===== src/rtl/bus_pkg.sv =====
// Shared bus definitions: unit IDs and the request word carried through the bau.
package bus_pkg;

    localparam int ID_W = 4;

    localparam logic [ID_W-1:0] UID_IE  = 4'd0;
    localparam logic [ID_W-1:0] UID_IO  = 4'd1;
    localparam logic [ID_W-1:0] UID_DE  = 4'd2;
    localparam logic [ID_W-1:0] UID_DO  = 4'd3;
    localparam logic [ID_W-1:0] UID_B0  = 4'd4;
    localparam logic [ID_W-1:0] UID_B1  = 4'd5;
    localparam logic [ID_W-1:0] UID_B2  = 4'd6;
    localparam logic [ID_W-1:0] UID_B3  = 4'd7;
    localparam logic [ID_W-1:0] UID_DMA = 4'd8;

    typedef struct packed {
        logic [ID_W-1:0] sender;
        logic [ID_W-1:0] dest;
    } bus_req_t;

endpackage


===== src/rtl/bau_req_mem.sv =====
// Request storage for the bau queue: register array, synchronous write,
// asynchronous read. The array is not reset; validity is tracked by the
// pointers and count in the parent.
module bau_req_mem #(
    parameter int DEPTH = 8,
    parameter int W     = 8
) (
    input  logic                     clk,
    input  logic                     we,
    input  logic [$clog2(DEPTH)-1:0] waddr,
    input  logic [W-1:0]             wdata,
    input  logic [$clog2(DEPTH)-1:0] raddr,
    output logic [W-1:0]             rdata
);

    logic [W-1:0] mem_q [DEPTH];

    // Write the addressed slot when enabled
    always_ff @(posedge clk) begin
        if (we) begin
            mem_q[waddr] <= wdata;
        end
    end

    // Asynchronous read of the addressed slot
    always_comb begin
        rdata = mem_q[raddr];
    end

endmodule


===== src/rtl/bau_req_queue.sv =====
// Requester-side FIFO in front of the bus arbitration unit. Requests
// {sender, dest} are buffered in order; the head entry is presented to the
// bau and popped when it asserts pull. Flush discards everything; overflow
// and underflow attempts are recorded in sticky flags cleared only by reset.
module bau_req_queue
    import bus_pkg::*;
#(
    parameter int DEPTH = 8,
    parameter int ID_W  = bus_pkg::ID_W
) (
    input  logic                     clk,
    input  logic                     clr,
    input  logic                     enq_valid,
    input  logic [ID_W-1:0]          enq_sender,
    input  logic [ID_W-1:0]          enq_dest,
    output logic                     enq_ready,
    input  logic                     flush,
    input  logic                     pull,
    output logic                     req_ready,
    output logic [ID_W-1:0]          sender,
    output logic [ID_W-1:0]          dest,
    output logic [$clog2(DEPTH):0]   count,
    output logic                     full,
    output logic                     empty,
    output logic                     ovf_err,
    output logic                     unf_err
);

    localparam int PTR_W = $clog2(DEPTH);
    localparam int CNT_W = PTR_W + 1;
    localparam int W     = 2 * ID_W;

    logic [PTR_W-1:0] rd_ptr_q, rd_ptr_d;
    logic [PTR_W-1:0] wr_ptr_q, wr_ptr_d;
    logic [CNT_W-1:0] count_q, count_d;
    logic             ovf_err_q, ovf_err_d;
    logic             unf_err_q, unf_err_d;

    logic             full_w;
    logic             empty_w;
    logic             do_enq;
    logic             do_pop;
    logic [W-1:0]     head_w;

    // Occupancy status and qualified enqueue/pop strobes; flush overrides both
    always_comb begin
        full_w  = (count_q == CNT_W'(DEPTH));
        empty_w = (count_q == '0);
        // No bypass: a same-cycle pull does not make room while full
        do_enq  = enq_valid && !full_w && !flush;
        do_pop  = pull && !empty_w && !flush;
    end

    // Next pointers, count and sticky error flags
    always_comb begin
        rd_ptr_d  = rd_ptr_q;
        wr_ptr_d  = wr_ptr_q;
        count_d   = count_q;
        ovf_err_d = ovf_err_q || (enq_valid && full_w);
        unf_err_d = unf_err_q || (pull && empty_w);
        if (flush) begin
            rd_ptr_d = '0;
            wr_ptr_d = '0;
            count_d  = '0;
        end else begin
            if (do_enq) begin
                wr_ptr_d = wr_ptr_q + PTR_W'(1);
            end
            if (do_pop) begin
                rd_ptr_d = rd_ptr_q + PTR_W'(1);
            end
            if (do_enq && !do_pop) begin
                count_d = count_q + CNT_W'(1);
            end else if (do_pop && !do_enq) begin
                count_d = count_q - CNT_W'(1);
            end
        end
    end

    // State registers with asynchronous active-low clear
    always_ff @(posedge clk or negedge clr) begin
        if (!clr) begin
            rd_ptr_q  <= '0;
            wr_ptr_q  <= '0;
            count_q   <= '0;
            ovf_err_q <= 1'b0;
            unf_err_q <= 1'b0;
        end else begin
            rd_ptr_q  <= rd_ptr_d;
            wr_ptr_q  <= wr_ptr_d;
            count_q   <= count_d;
            ovf_err_q <= ovf_err_d;
            unf_err_q <= unf_err_d;
        end
    end

    bau_req_mem #(
        .DEPTH (DEPTH),
        .W     (W)
    ) u_mem (
        .clk   (clk),
        .we    (do_enq),
        .waddr (wr_ptr_q),
        .wdata ({enq_sender, enq_dest}),
        .raddr (rd_ptr_q),
        .rdata (head_w)
    );

    // Head presentation, gated to zero when nothing is stored
    always_comb begin
        enq_ready = !full_w;
        req_ready = !empty_w;
        sender    = empty_w ? '0 : head_w[W-1:ID_W];
        dest      = empty_w ? '0 : head_w[ID_W-1:0];
        count     = count_q;
        full      = full_w;
        empty     = empty_w;
        ovf_err   = ovf_err_q;
        unf_err   = unf_err_q;
    end

endmodule

===== config.mk =====
export PLATFORM = sky130hd
export DESIGN_NAME = bau_req_queue
export DESIGN_NICKNAME = d
export VERILOG_FILES = /design/src/rtl/bus_pkg.sv /design/src/rtl/bau_req_mem.sv /design/src/rtl/bau_req_queue.sv
export SDC_FILE = /design/constraint.sdc
export NUM_CORES = 1
export LEC_CHECK = 0
export CAP_MARGIN = 20
export CORE_UTILIZATION = 31
export CTS_CLUSTER_SIZE = 8
export DETAILED_ROUTE_END_ITERATION = 8
export PLACE_DENSITY = 0.45
export RECOVER_POWER = 50
export SLEW_MARGIN = 40
export SYNTH_ARGS = -nofsm -noshare
export SYNTH_HDL_FRONTEND = slang
export SYNTH_HIERARCHICAL = 1
export SYNTH_SLANG_ARGS = --single-unit

===== constraint.sdc =====
create_clock -name clk -period 3.3 [get_ports clk]
set_input_delay 0.66 -clock clk [delete_from_list [all_inputs] [get_ports clk]]
set_output_delay 0.66 -clock clk [all_outputs]
set_load 0.01 [all_outputs]

* After elaboration in Yosys (flattened, before gate mapping) *
Memories as Yosys holds them, arrays and structs flattened.
Index checks and enable logic that the tools add are counted.

operators by class
  $add $sub $neg = 4
  equality and inequality tests = 1
  multiplexer cells = 11
  reductions and logical operators = 19

operators with widths
  cell                                              number
  two-way mux 4 bit                                 5
  two-way mux 3 bit                                 4
  logical AND 1 bit                                 8
  adder 3 x 1 -> 3 bit, second input constant       2
  zero test 1 bit                                   5
  adder 4 x 1 -> 4 bit, second input constant       1
  == test 4 bit, second input constant              1
  zero test 4 bit                                   1
  nonzero test 2 bit                                2
  subtractor 4 x 1 -> 4 bit, second input constant  1
  nonzero test 3 bit                                1
  logical OR 1 bit                                  2
  two-way mux 1 bit                                 2

word-level totals
  register bits after elaboration = 12
  memory bits (writable) = 64
  input bits = 13
  output and inout bits = 18
  word-level logic and storage cells = 41
  memories = 1

memory list
  memory       words  width  rd ports  clocked after memory_dff  write ports  RTL line           RTL
  u_mem.mem_q  8      8      1         0                         1            bau_req_mem.sv:16  logic [W-1:0] mem_q [DEPTH];

* Longest topological paths before layout *
Gate-level depths: netlist of the first run.

  word-level depth = 9
  depth in mapped cells = 11
  mapped depth without buffers = 9

* Cells and area by module *
The synthesis of the first run kept the hierarchy.

modules (own cells, without submodules)
  module         times used  cells each  area an instance (um2)  seq. area each (um2)
  bau_req_mem    1           106         2531.2                  1921.8
  bau_req_queue  1           83          795.8                   300.3

* Worst setup path before layout of the first run *
No wires, ideal clock.

  path type = reg-to-reg
  start point = register count_q[0], in the netlist count[0]
  end point = register count_q[3], in the netlist count[3]
  data arrival time = 2482 ps
  required time = 3168 ps
  setup slack = 687 ps
  cell stages (with the launch flop) = 12
  path buffers = 2
  clock period less this slack = 2613 ps
  path through = dfrtp_1 -> buf_6 -> or4b_1 -> buf_2 -> nand2_1 -> nor2_1 -> nand2_1 -> ha_1 -> a21o_1 -> a21oi_1 -> nor3b_1 -> or3b_1

RTL lines
  item                                                            RTL line                                  RTL
  start, declared                                                 bau_req_queue.sv:35                       logic [CNT_W-1:0] count_q, count_d;
  start signal, assigned                                          bau_req_queue.sv:91                       count_q <= count_d;
  == test 4 bit *                                                 bau_req_queue.sv:47                       full_w = (count_q == CNT_W'(DEPTH));
  zero test 1 bit *                                               -
  via enq_ready                                                   bau_req_queue.sv:16                       output logic enq_ready,
  logical AND 1 bit * (2 in series)                               bau_req_queue.sv:50                       do_enq = enq_valid && !full_w && !flush;
  via do_enq                                                      bau_req_queue.sv:41                       logic do_enq;
  logical AND 1 bit / zero test 1 bit (equally long branches)     bau_req_queue.sv:72, bau_req_queue.sv:74
  two-way mux 4 bit / logical AND 1 bit (equally long branches)   bau_req_queue.sv:72, bau_req_queue.sv:74
  two-way mux 4 bit / nonzero test 3 bit (equally long branches)  -

Mark *: on every way through the listed nets, which the timed path passes. The rest lies on a longest branch. The select of a mux whose other input is x is not followed.
A chain may end at the register's enable or synchronous reset.

* Worst setup path after layout of the first run *
  start point = register rd_ptr_q[0]
  end point = output sender[0]

between the ends
  longest elaborated chain between the ends = 2

ends and longest elaborated chain
  item                    RTL line              RTL
  start, declared         bau_req_queue.sv:33   logic [PTR_W-1:0] rd_ptr_q, rd_ptr_d;
  start signal, assigned  bau_req_queue.sv:89   rd_ptr_q <= rd_ptr_d;
  memory (8 x 8 bit)      -
  via head_w[4]           bau_req_queue.sv:43   logic [W-1:0] head_w;
  two-way mux 4 bit       bau_req_queue.sv:113  sender = empty_w ? '0 : head_w[W-1:ID_W];
  end, declared           bau_req_queue.sv:20   output logic [ID_W-1:0] sender,

The timed path passes the listed nets, and every way through them passes these cells.

==> results.json, run 1 <==
{
  "dp_hpwl_um": 4224,
  "reg2reg_slack_ns": 0.52,
  "hold_path_class": "reg2reg",
  "worstPathArrival_ns": 2.39,
  "die_y_um": 105.6,
  "cts_tree": "built",
  "cp-start-kind": "flop",
  "crit_fanout": 11,
  "hold_viol": 0,
  "cp.depth": 5,
  "cts_root_buf": "clkbuf_8",
  "pin_count": 31,
  "max_freq_mhz": 327.4,
  "ys_seq_area_share_pct": 66.79,
  "multi_input_area_mm2": 0.001010,
  "crit_path_start": "rd_ptr_q[0]",
  "cts_buffer_depth": 2,
  "slowest_stage": "mux4_1",
  "rsz0062_at_grt": "false",
  "clk_latency_ns": 0.35,
  "cts.sinks": 76,
  "die_area_mm2": 0.01115,
  "initial_core_util_pct": 32.08,
  "seqPwrFrac_pct": 40.8,
  "powerDensity_mw_per_mm2": 702.3,
  "ant_nets": 0,
  "overflow": 0,
  "drv_cap": 0,
  "synth_seq_cells": 76,
  "ys_async_sr_fraction_pct": 15.79,
  "worstPathRequired_ns": 2.64,
  "slew_headroom_pct": 56.38,
  "slowest_delay_ns": 0.57,
  "crit-reg2reg-launch": "count[3]",
  "synth_top_area_share_pct": 57.77,
  "core.rowCount": 37,
  "synth_top_area_cell": "edfxtp_1",
  "grtUsageTotal_pct": 12.84,
  "fin_worst_skew_ns": 0.008324,
  "viasPerCell": 4.726,
  "period_needed_ns": 3.054,
  "via_count": 1791,
  "syn_nets": 207,
  "ctsResizeCount": 0,
  "post_cts_buffers": 0,
  "fin_tns_setup_ns": 0,
  "grt_max_degree": 16,
  "drc_errors": 0,
  "yosys-top-cells-area": "edfxtp_1 58%, mux4_1 12%, dfrtp_1 9.0%",
  "grt_pass1_wl_um": 10140,
  "crit_chain": "buf_4, mux4_1, mux2_2, nor2b_1, clkdlybuf4s50_1",
  "ys_types": 36,
  "p_leak_nw": 1.412,
  "slew_viol_final": 0,
  "wl_per_cell_um": 17.43,
  "grt_pass1_vias": 1783,
  "clkTransAtPathRegs_ns": 0.08,
  "htreeDepth": 3,
  "cp-end-kind": "output port",
  "nets": 256,
  "fillers": 979,
  "reg2reg_depth": 9,
  "tightest_slew_ns": 0.6521,
  "yosysMostFrequentCell": "edfxtp_1",
  "rr_endpoint": "count[3]",
  "synth_common_cells": "64 x edfxtp_1, 16 x nor2_1, 15 x mux4_1, 12 x dfrtp_1",
  "drtPass1Iterations": 4,
  "antenna_found_initial": 0,
  "ir_drop_mv": 0.2227,
  "drt_iter0_drc": 72,
  "dieWidth_um": 105.6,
  "combPwrFrac_pct": 36.1,
  "p_int_mw": 1.947,
  "syn_inst": 189,
  "whs_ns": 0.4607,
  "period_share_pct": 92.55,
  "synthFlopType": "edfxtp_1",
  "antenna_cells": 0,
  "power_frac_clock_pct": 23.1,
  "synth_edf_count": 64,
  "syn_area_mm2": 0.003327,
  "drive_gt1_share_pct": 17.70,
  "crit_end": "sender[0]",
  "gp_congestion": 0.6728,
  "cp_num_buf_inv": 2,
  "drt-total-wl_um": 6607,
  "cts_made_buffers": 9,
  "syn_area_per_cell_um2": 17.60,
  "core_area_mm2": 0.01037,
  "critPathKind": "reg2out",
  "io_buffers": 30,
  "synth_warnings": 6,
  "power.switching_uw": 895.8,
  "area_delta_synth_final_pct": 21.66,
  "postCtsHoldBufs": 0,
  "seqCellArea_mm2": 0.002222,
  "setup_viol": 0,
  "p_sw_share_pct": 31.51,
  "crit_family": "multiplexers",
  "status": "completed"
}
[worst min-delay path by stage]
stage,depth (start not counted),from,endpoint
after floorplan,0,clr,count[0]
after global placement,1,ovf_err,ovf_err
after detailed placement,1,ovf_err,ovf_err
after CTS,1,ovf_err,ovf_err
after global routing,1,ovf_err,ovf_err
final,1,ovf_err,ovf_err
[metrics by stage]
stage | cells | util [%] | setup slack, ns | total power [mW] | instance area (um^2)
2_1_floorplan | 189 | - | 0.6869 | 1.799 | 3327
3_3_place_gp | 363 | 37.42 | 0.4978 | 2.242 | 3880
3_5_place_dp | 363 | 37.42 | 0.3955 | 2.250 | 3880
4_1_cts | 379 | 39.18 | 0.2078 | 2.910 | 4063
5_1_grt | 379 | 39.03 | 0.1641 | 3.008 | 4048
6_report | 379 | 39.03 | 0.2460 | 2.843 | 4048
[logic make-up (layout without fill, tap and decap cells)]
kind of cell	count (synthesis)	count (layout)	synth area share, %
xor+xnor	6	6	1.580
mux	27	27	16.13
fa+ha+maj	5	5	2.106
flops	76	76	66.79
simple gates	46	46	7.033
compound gates	14	14	3.648
buf+inv	15	69	2.708
[final cells by class]
type | instances | share of cell area (%)
timing repair buffer | 48 | 10.97
tap | 136 | 4.204
clock inverter | 7 | 1.453
multi-input combinational | 98 | 24.95
clock buffer | 9 | 3.060
inverter | 5 | 0.4637
sequential | 76 | 54.90
[flip-flops by register name (all words and copies together) (netlist names)]
| register | cells |
|---|---|
| unf_err | 1 |
| ovf_err | 1 |
| rd_ptr_q | 3 |
| count | 4 |
| wr_ptr_q | 3 |
| u_mem/mem_q | 64 |
[worst register-to-register path, stage by stage (launching register included)]
cell	delay, ns
dfrtp_1	0.53
or4b_1	0.64
nand2_1	0.20
nor2_1	0.10
nand2_1	0.10
ha_1	0.23
a21o_1	0.21
a2111oi_0	0.42
mux2i_1	0.13
or3b_1	0.18
[cells in the final DEF (no fill, tap or decap), types with 4 or more instances in the layout]
cell type	synthesis	routed
a21oi_1	4	4
mux4_1	15	15
mux2_2	8	8
dfrtp_1	12	12
ha_1	4	4
inv_1	5	5
clkdlybuf4s50_1	0	21
edfxtp_1	64	64
nor2b_1	8	8
dlygate4sd3_1	0	9
buf_4	0	16
nor2_1	16	16
nand2_1	6	6
clkbuf_8	0	9
[per-layer routing]
metal	global-route usage, %	routed length (um)	vias up
li1	-	-	844
met1	16.51	3092	912
met2	21.01	3223	24
met4	6.250	128	0
met5	0	0	-
met3	2.288	162	11
[power groups by stage]
stage / combinational, mW / sequential (mW) / clock, mW
floorplan: 0.605 / 1.19 / 0
global placement: 1.06 / 1.18 / 0
finish: 1.03 / 1.16 / 0.657
global route: 1.13 / 1.17 / 0.714
detailed placement: 1.07 / 1.18 / 0
CTS: 1.07 / 1.16 / 0.677
Note: power is estimated with default switching activity, not from simulation.
==> run 2, diff against run 1 <==
--- a/config.mk
+++ b/config.mk
@@ -5,12 +5,14 @@
 export SDC_FILE = /design/constraint.sdc
 export NUM_CORES = 1
 export LEC_CHECK = 0
+export ABC_AREA = 1
 export CAP_MARGIN = 20
 export CORE_UTILIZATION = 31
 export CTS_CLUSTER_SIZE = 8
 export DETAILED_ROUTE_END_ITERATION = 8
 export PLACE_DENSITY = 0.45
 export RECOVER_POWER = 50
+export SKIP_CTS_REPAIR_TIMING = 1
 export SLEW_MARGIN = 40
 export SYNTH_ARGS = -nofsm -noshare
 export SYNTH_HDL_FRONTEND = slang
==> run 2 against run 1 <==
Sequential share of layout area decreased by 4.6 points. Clock power increased by 42%. Hold slack got worse by 0.00061 ns. Routed wire length increased by 22%. Critical path type unchanged. Critical endpoint is now dest[1]. First-iteration DRC count increased by 31%.
==> results.json, run 2 <==
{
  "crit-reg2reg-launch": "count[3]",
  "grt_pass1_vias": 2532,
  "drt-total-wl_um": 8031,
  "grt_pass1_wl_um": 13140,
  "critPathKind": "reg2out",
  "slowest_stage": "clkdlybuf4s50_1",
  "clk_latency_ns": 0.33,
  "rsz0062_at_grt": "false",
  "nets": 451,
  "slew_viol_final": 0,
  "synthAdderAreaFrac_pct": 1.884,
  "place_ws_ns": 0.5155,
  "grt_max_degree": 33,
  "power.switching_mw": 1.133,
  "ys_types": 29,
  "drc_errors": 0,
  "setup_viol": 0,
  "synth-simple-area-share_pct": 23.35,
  "yosysMostFrequentCell": "nand2_1",
  "ys_async_sr_fraction_pct": 15.79,
  "power_frac_clock_pct": 28.2,
  "drt_iter0_drc": 94,
  "syn_area_per_cell_um2": 9.438,
  "ir_drop_mv": 0.3406,
  "max_freq_mhz": 348.1,
  "ant_nets": 0,
  "syn_area_mm2": 0.003719,
  "layout_common_cells": "129 x nand2_1, 87 x inv_1, 64 x edfxtp_1",
  "io_buffers": 30,
  "largest-register": "u_mem/mem_q",
  "seqPwrFrac_pct": 35.7,
  "synth_common_cells": "128 x nand2_1, 86 x inv_1, 64 x edfxtp_1, 37 x nand3_1, 18 x nor2_1",
  "reg2reg_depth": 13,
  "syn_inst": 394,
  "min_path_cells": 1,
  "p_sw_share_pct": 34.35,
  "synth_xor_area_share_pct": 0.2355,
  "hp-start": "unf_err",
  "seqCellArea_mm2": 0.002222,
  "fin_worst_skew_ns": 0.007640,
  "final.setup.worst_slack_ns": 0.4274,
  "cts.sinks": 76,
  "initial_core_util_pct": 32.15,
  "synth_warnings": 6,
  "synth_top_area_cell": "edfxtp_1",
  "largest_register_ffs": 64,
  "cp_common_cell": "nand2_1",
  "synth_top_family_by_area": "simple AND/OR/NAND/NOR gates",
  "fin_util_pct": 38.20,
  "reg2reg_slack_ns": 1.17,
  "combPwrFrac_pct": 36.0,
  "cts_tree": "built",
  "cts_root_buf": "clkbuf_16",
  "rr_endpoint": "count[3]",
  "hold_end": "unf_err",
  "placed_area_mm2": 0.004165,
  "via_count": 2541,
  "fin_tns_setup_ns": 0,
  "cts_made_buffers": 9,
  "layout_commonest_cell": "nand2_1",
  "htreeDepth": 3,
  "yosys-top-cells-area": "edfxtp_1 52%, nand2_1 13%, inv_1 8.7%",
  "stdcell_area_mm2": 0.004418,
  "crit_family": "buffers and inverters",
  "gp_congestion": 0.7654,
  "grtUsageTotal_pct": 14.15,
  "drive_gt1_share_pct": 8.238,
  "period_share_pct": 87.05,
  "p_leak_nw": 2.015,
  "worstPathArrival_ns": 2.21,
  "area_delta_synth_final_pct": 18.81,
  "synth_edf_count": 64,
  "synth_compound_area_share_pct": 2.456,
  "antenna_found_initial": 1,
  "hold_path_class": "reg2reg",
  "slew_headroom_pct": 47.83,
  "powerDensity_mw_per_mm2": 746.7,
  "cp-start-kind": "flop",
  "fillers": 1156,
  "dp_hpwl_um": 5495,
  "dieWidth_um": 111.5,
  "synth.mux.area_fraction_pct": 0,
  "worstPathRequired_ns": 2.64,
  "die_area_mm2": 0.01244,
  "period_needed_ns": 2.873,
  "synth_seq_cells": 76,
  "overflow": 0,
  "cts_buffer_depth": 2,
  "ys_seq_area_share_pct": 59.76,
  "viasPerCell": 4.373,
  "hold_viol": 0,
  "drtPass1Iterations": 4,
  "drv_cap": 0,
  "tightest_slew_ns": 0.7796,
  "cp-end-kind": "output port",
  "core.rowCount": 39,
  "slowest_delay_ns": 0.54,
  "core_area_mm2": 0.01156,
  "p_int_mw": 2.166,
  "crit_chain": "buf_4, nand2_1, nand3_1, nand2_1, nand2_1, nand2_1, inv_1, nor2_1, clkdlybuf4s50_1",
  "wl_per_cell_um": 13.82,
  "syn_nets": 412,
  "synth_top_area_share_pct": 51.68,
  "cp_num_buf_inv": 3,
  "pin_count": 31,
  "die_y_um": 111.5,
  "synthFlopType": "edfxtp_1",
  "crit_fanout": 32,
  "multi_input_area_mm2": 0.001020,
  "clkTransAtPathRegs_ns": 0.06,
  "status": "completed"
}
==> run 2: cell type report <==
class | instances | area share (%)
Antenna cell | 1 | 0.05664
Clock buffer | 9 | 5.098
Clock inverter | 6 | 1.274
Inverter | 91 | 7.816
Multi-Input combinational cell | 216 | 23.08
Sequential cell | 76 | 50.30
Tap cell | 143 | 4.050
Timing Repair Buffer | 39 | 8.326
==> run 2: through the flow <==
step,power [mW],cells,hold slack (ns)
after CTS,3.366,580,0.4640
after floorplan,2.002,394,0.3644
final,3.299,581,0.4600
after global routing,3.517,581,0.4782
after global placement,2.421,565,0.4408
after detailed placement,2.418,565,0.4538
==> run 2: logic make-up (layout without fill, tap and decap cells) <==
logic type      Yosys count  after routing
fa+ha+maj                 5              5
flops                    76             76
buf+inv                 102            145
compound gates           14             14
simple gates            196            196
other cells               0              1
xor+xnor                  1              1
==> run 2: routing by layer <==
layer | global-route usage, % | up-vias | part of all wire, %
met1 | 17.25 | 1207 | 47
met5 | 0 | - | 0
met4 | 8.108 | 0 | 2.1
met3 | 2.831 | 8 | 2.8
li1 | - | 1289 | -
met2 | 23.42 | 37 | 48
==> run 2: worst max-delay path by stage <==
stage / slack [ns] / from / cells after the start / end
final: 0.43 / rd_ptr_q[0] / 9 / dest[1]
after global routing: 0.29 / rd_ptr_q[0] / 9 / dest[1]
after CTS: 0.42 / rd_ptr_q[0] / 9 / dest[1]
after detailed placement: 0.52 / flush / 6 / u_mem/mem_q[0][5]
after global placement: 0.56 / flush / 6 / u_mem/mem_q[0][0]
after floorplan: 1.36 / count[2] / 13 / count[3]
==> run 2: power groups by stage <==
stage	Sequential [mW]	Combinational, mW	Clock (mW)
after CTS	1.18	1.23	0.960
final	1.18	1.19	0.932
after detailed placement	1.20	1.22	0
after global placement	1.20	1.22	0
after global routing	1.19	1.33	0.996
after floorplan	1.19	0.817	0
==> run 3, diff against run 2 <==
--- a/config.mk
+++ b/config.mk
@@ -12,7 +12,6 @@
 export DETAILED_ROUTE_END_ITERATION = 8
 export PLACE_DENSITY = 0.45
 export RECOVER_POWER = 50
-export SKIP_CTS_REPAIR_TIMING = 1
 export SLEW_MARGIN = 40
 export SYNTH_ARGS = -nofsm -noshare
 export SYNTH_HDL_FRONTEND = slang
==> results of run 3 <==
The final DEF is identical to that of run 2; final timing and power are the same.
==> RTL edit: new RTL, config.mk and constraints of run 3 <==
`DEPTH` is set to 8 in 2 places; all go to 4.
--- a/src/rtl/bau_req_mem.sv
+++ b/src/rtl/bau_req_mem.sv
@@ -4,3 +4,3 @@
 module bau_req_mem #(
-    parameter int DEPTH = 8,
+    parameter int DEPTH = 4,
     parameter int W     = 8
--- a/src/rtl/bau_req_queue.sv
+++ b/src/rtl/bau_req_queue.sv
@@ -7,3 +7,3 @@
 #(
-    parameter int DEPTH = 8,
+    parameter int DEPTH = 4,
     parameter int ID_W  = bus_pkg::ID_W
Interface: changed (resized count); port bits go from 31 to 30. No check against the original RTL was run, so the function may have changed too.
==> RTL edit against run 3 <==
Design area is 44% lower; die area is 46% lower; sequential share of layout area is 2.2 points lower; register-to-register slack better by 210 ps; total power is 50% lower; worst setup slack better by 310 ps; largest cell class unchanged; routed wire length is 52% lower; critical path type unchanged; final cell count is 44% lower; sequential cell count is 35 lower; synthesized area is 47% lower.
==> RTL edit: results (changes against run 3) <==
<table>
<tr><th>Metric</th><th>Value</th></tr>
<tr><th colspan="2">Run status</th></tr>
<tr><td>Result of the run</td><td>complete, no violations</td></tr>
<tr><th colspan="2">Yosys</th></tr>
<tr><td>Compound-Gate Fraction of Synth Area</td><td>3.995% (+1.5 points)</td></tr>
<tr><td>Synth async-reset ratio</td><td>21.95% (+6.2 points)</td></tr>
<tr><td>Largest cells by area after synthesis</td><td>sky130_fd_sc_hd__edfxtp_1, sky130_fd_sc_hd__dfrtp_1, sky130_fd_sc_hd__inv_1, sky130_fd_sc_hd__nand2_1, sky130_fd_sc_hd__nand3_1</td></tr>
<tr><th colspan="2">GRT</th></tr>
<tr><td>Initial antenna violation count</td><td>0 (-1)</td></tr>
<tr><td>Global-route wire length before repair</td><td>6472 µm (-51%)</td></tr>
<tr><td>Tot GR Track Use</td><td>13.44% (-0.71 points)</td></tr>
<tr><td>Largest net degree at the start of global routing</td><td>17 (-48%)</td></tr>
<tr><th colspan="2">Timing</th></tr>
<tr><td>Worst hold slack after final layout</td><td>483.9 ps (+23.90 ps)</td></tr>
<tr><th colspan="2">Cells and area</th></tr>
<tr><td>Filler instances</td><td>604 (-48%)</td></tr>
<tr><td>Layout cell share with drive strength beyond 1</td><td>9.600% (+1.4 points)</td></tr>
<tr><th colspan="2">Worst setup path</th></tr>
<tr><td>Launch instance of the worst register-to-register path</td><td>count[1]</td></tr>
<tr><td>FF-to-FF setup slack</td><td>1380 ps (+210 ps)</td></tr>
<tr><td>Worst reg-to-reg path cell count</td><td>10 (-3)</td></tr>
<tr><th colspan="2">Place</th></tr>
<tr><td>Routability congestion estimate</td><td>0.7493 (-2.1%)</td></tr>
<tr><td>HPWL after detailed placement</td><td>2630 µm (-52%)</td></tr>
<tr><td>Placed cells</td><td>317 (-44%)</td></tr>
<tr><th colspan="2">Clock network</th></tr>
<tr><td>Depth of the CTS H-tree</td><td>2 (-1)</td></tr>
<tr><td>Clock transition time at the flip-flop clock pins of the worst setup and hold paths</td><td>80 ps (+20 ps)</td></tr>
<tr><td>Later-pin clock latency in the skew report</td><td>290 ps (-40 ps)</td></tr>
<tr><th colspan="2">Worst hold path</th></tr>
<tr><td>Worst Hold Endpoint</td><td>ovf_err</td></tr>
<tr><th colspan="2">Pwr</th></tr>
<tr><td>Net switching power of the design</td><td>0.5404 mW (-52%)</td></tr>
<tr><td>IR drop worst, VDD</td><td>261.9 µV (-23%)</td></tr>
<tr><td>Leakage power</td><td>1.134 nW (-44%)</td></tr>
<tr><th colspan="2">Detailed routing</th></tr>
<tr><td>Detailed router's first-iteration violation count</td><td>40 (-57%)</td></tr>
<tr><td>Average routed wire per standard cell</td><td>11.78 µm (-15%)</td></tr>
</table>
-- RTL edit: final cells by class --
type	count	area share (%)
sequential	41	48.05
tap	75	3.801
timing repair buffer	36	13.89
clock inverter	2	1.571
multi-input combinational	109	21.14
clock buffer	6	2.940
inverter	56	8.616
-- RTL edit: cell families (layout without fill, tap and decap cells) --
logic type | count (synthesis) | after routing
AOI/OAI and AO/OA | 11 | 11
xor gates and xnor gates | 1 | 1
adders and majority gates | 1 | 1
buffers and inverters | 60 | 100
DFF | 41 | 41
and+or+nand+nor | 96 | 96
-- RTL edit: power by group through the flow --
stage | registers, mW | logic (mW) | clock network [mW]
3_5_place_dp | 0.654 | 0.636 | 0
4_1_cts | 0.644 | 0.639 | 0.414
5_1_grt | 0.651 | 0.693 | 0.436
3_3_place_gp | 0.657 | 0.642 | 0
2_1_floorplan | 0.653 | 0.360 | 0
6_report | 0.642 | 0.609 | 0.402
-- RTL edit: metrics by stage --
stage / setup WS [ps] / utilization [%] / cell area, µm² / power, mW
3_3_place_gp: 777.1 / 39.41 / 2375 / 1.299
2_1_floorplan: 1398 / - / 1973 / 1.013
6_report: 738.0 / 40.97 / 2469 / 1.652
5_1_grt: 527.0 / 40.97 / 2469 / 1.779
4_1_cts: 688.8 / 41.26 / 2486 / 1.697
3_5_place_dp: 771.5 / 39.41 / 2375 / 1.291
-- RTL edit: worst max path at each step --
stage | to | slack, ps | depth (start not counted)
floorplan | u_mem/mem_q[0][0] | 1400 | 6
global placement | count[2] | 780 | 10
detailed placement | count[2] | 770 | 10
CTS | dest[1] | 690 | 7
global route | dest[0] | 530 | 7
finish | dest[3] | 740 | 7
-- RTL edit: routing by layer --
metal / routed length [µm] / GRT usage, % / up-vias / part of all wire [%]
li1: - / - / 722 / -
met1: 1921 / 18.01 / 588 / 50
met3: 132 / 3.556 / 5 / 3.4
met2: 1721 / 21.07 / 23 / 45
met5: 0 / 0 / - / 0
met4: 55 / 4.211 / 0 / 1.4
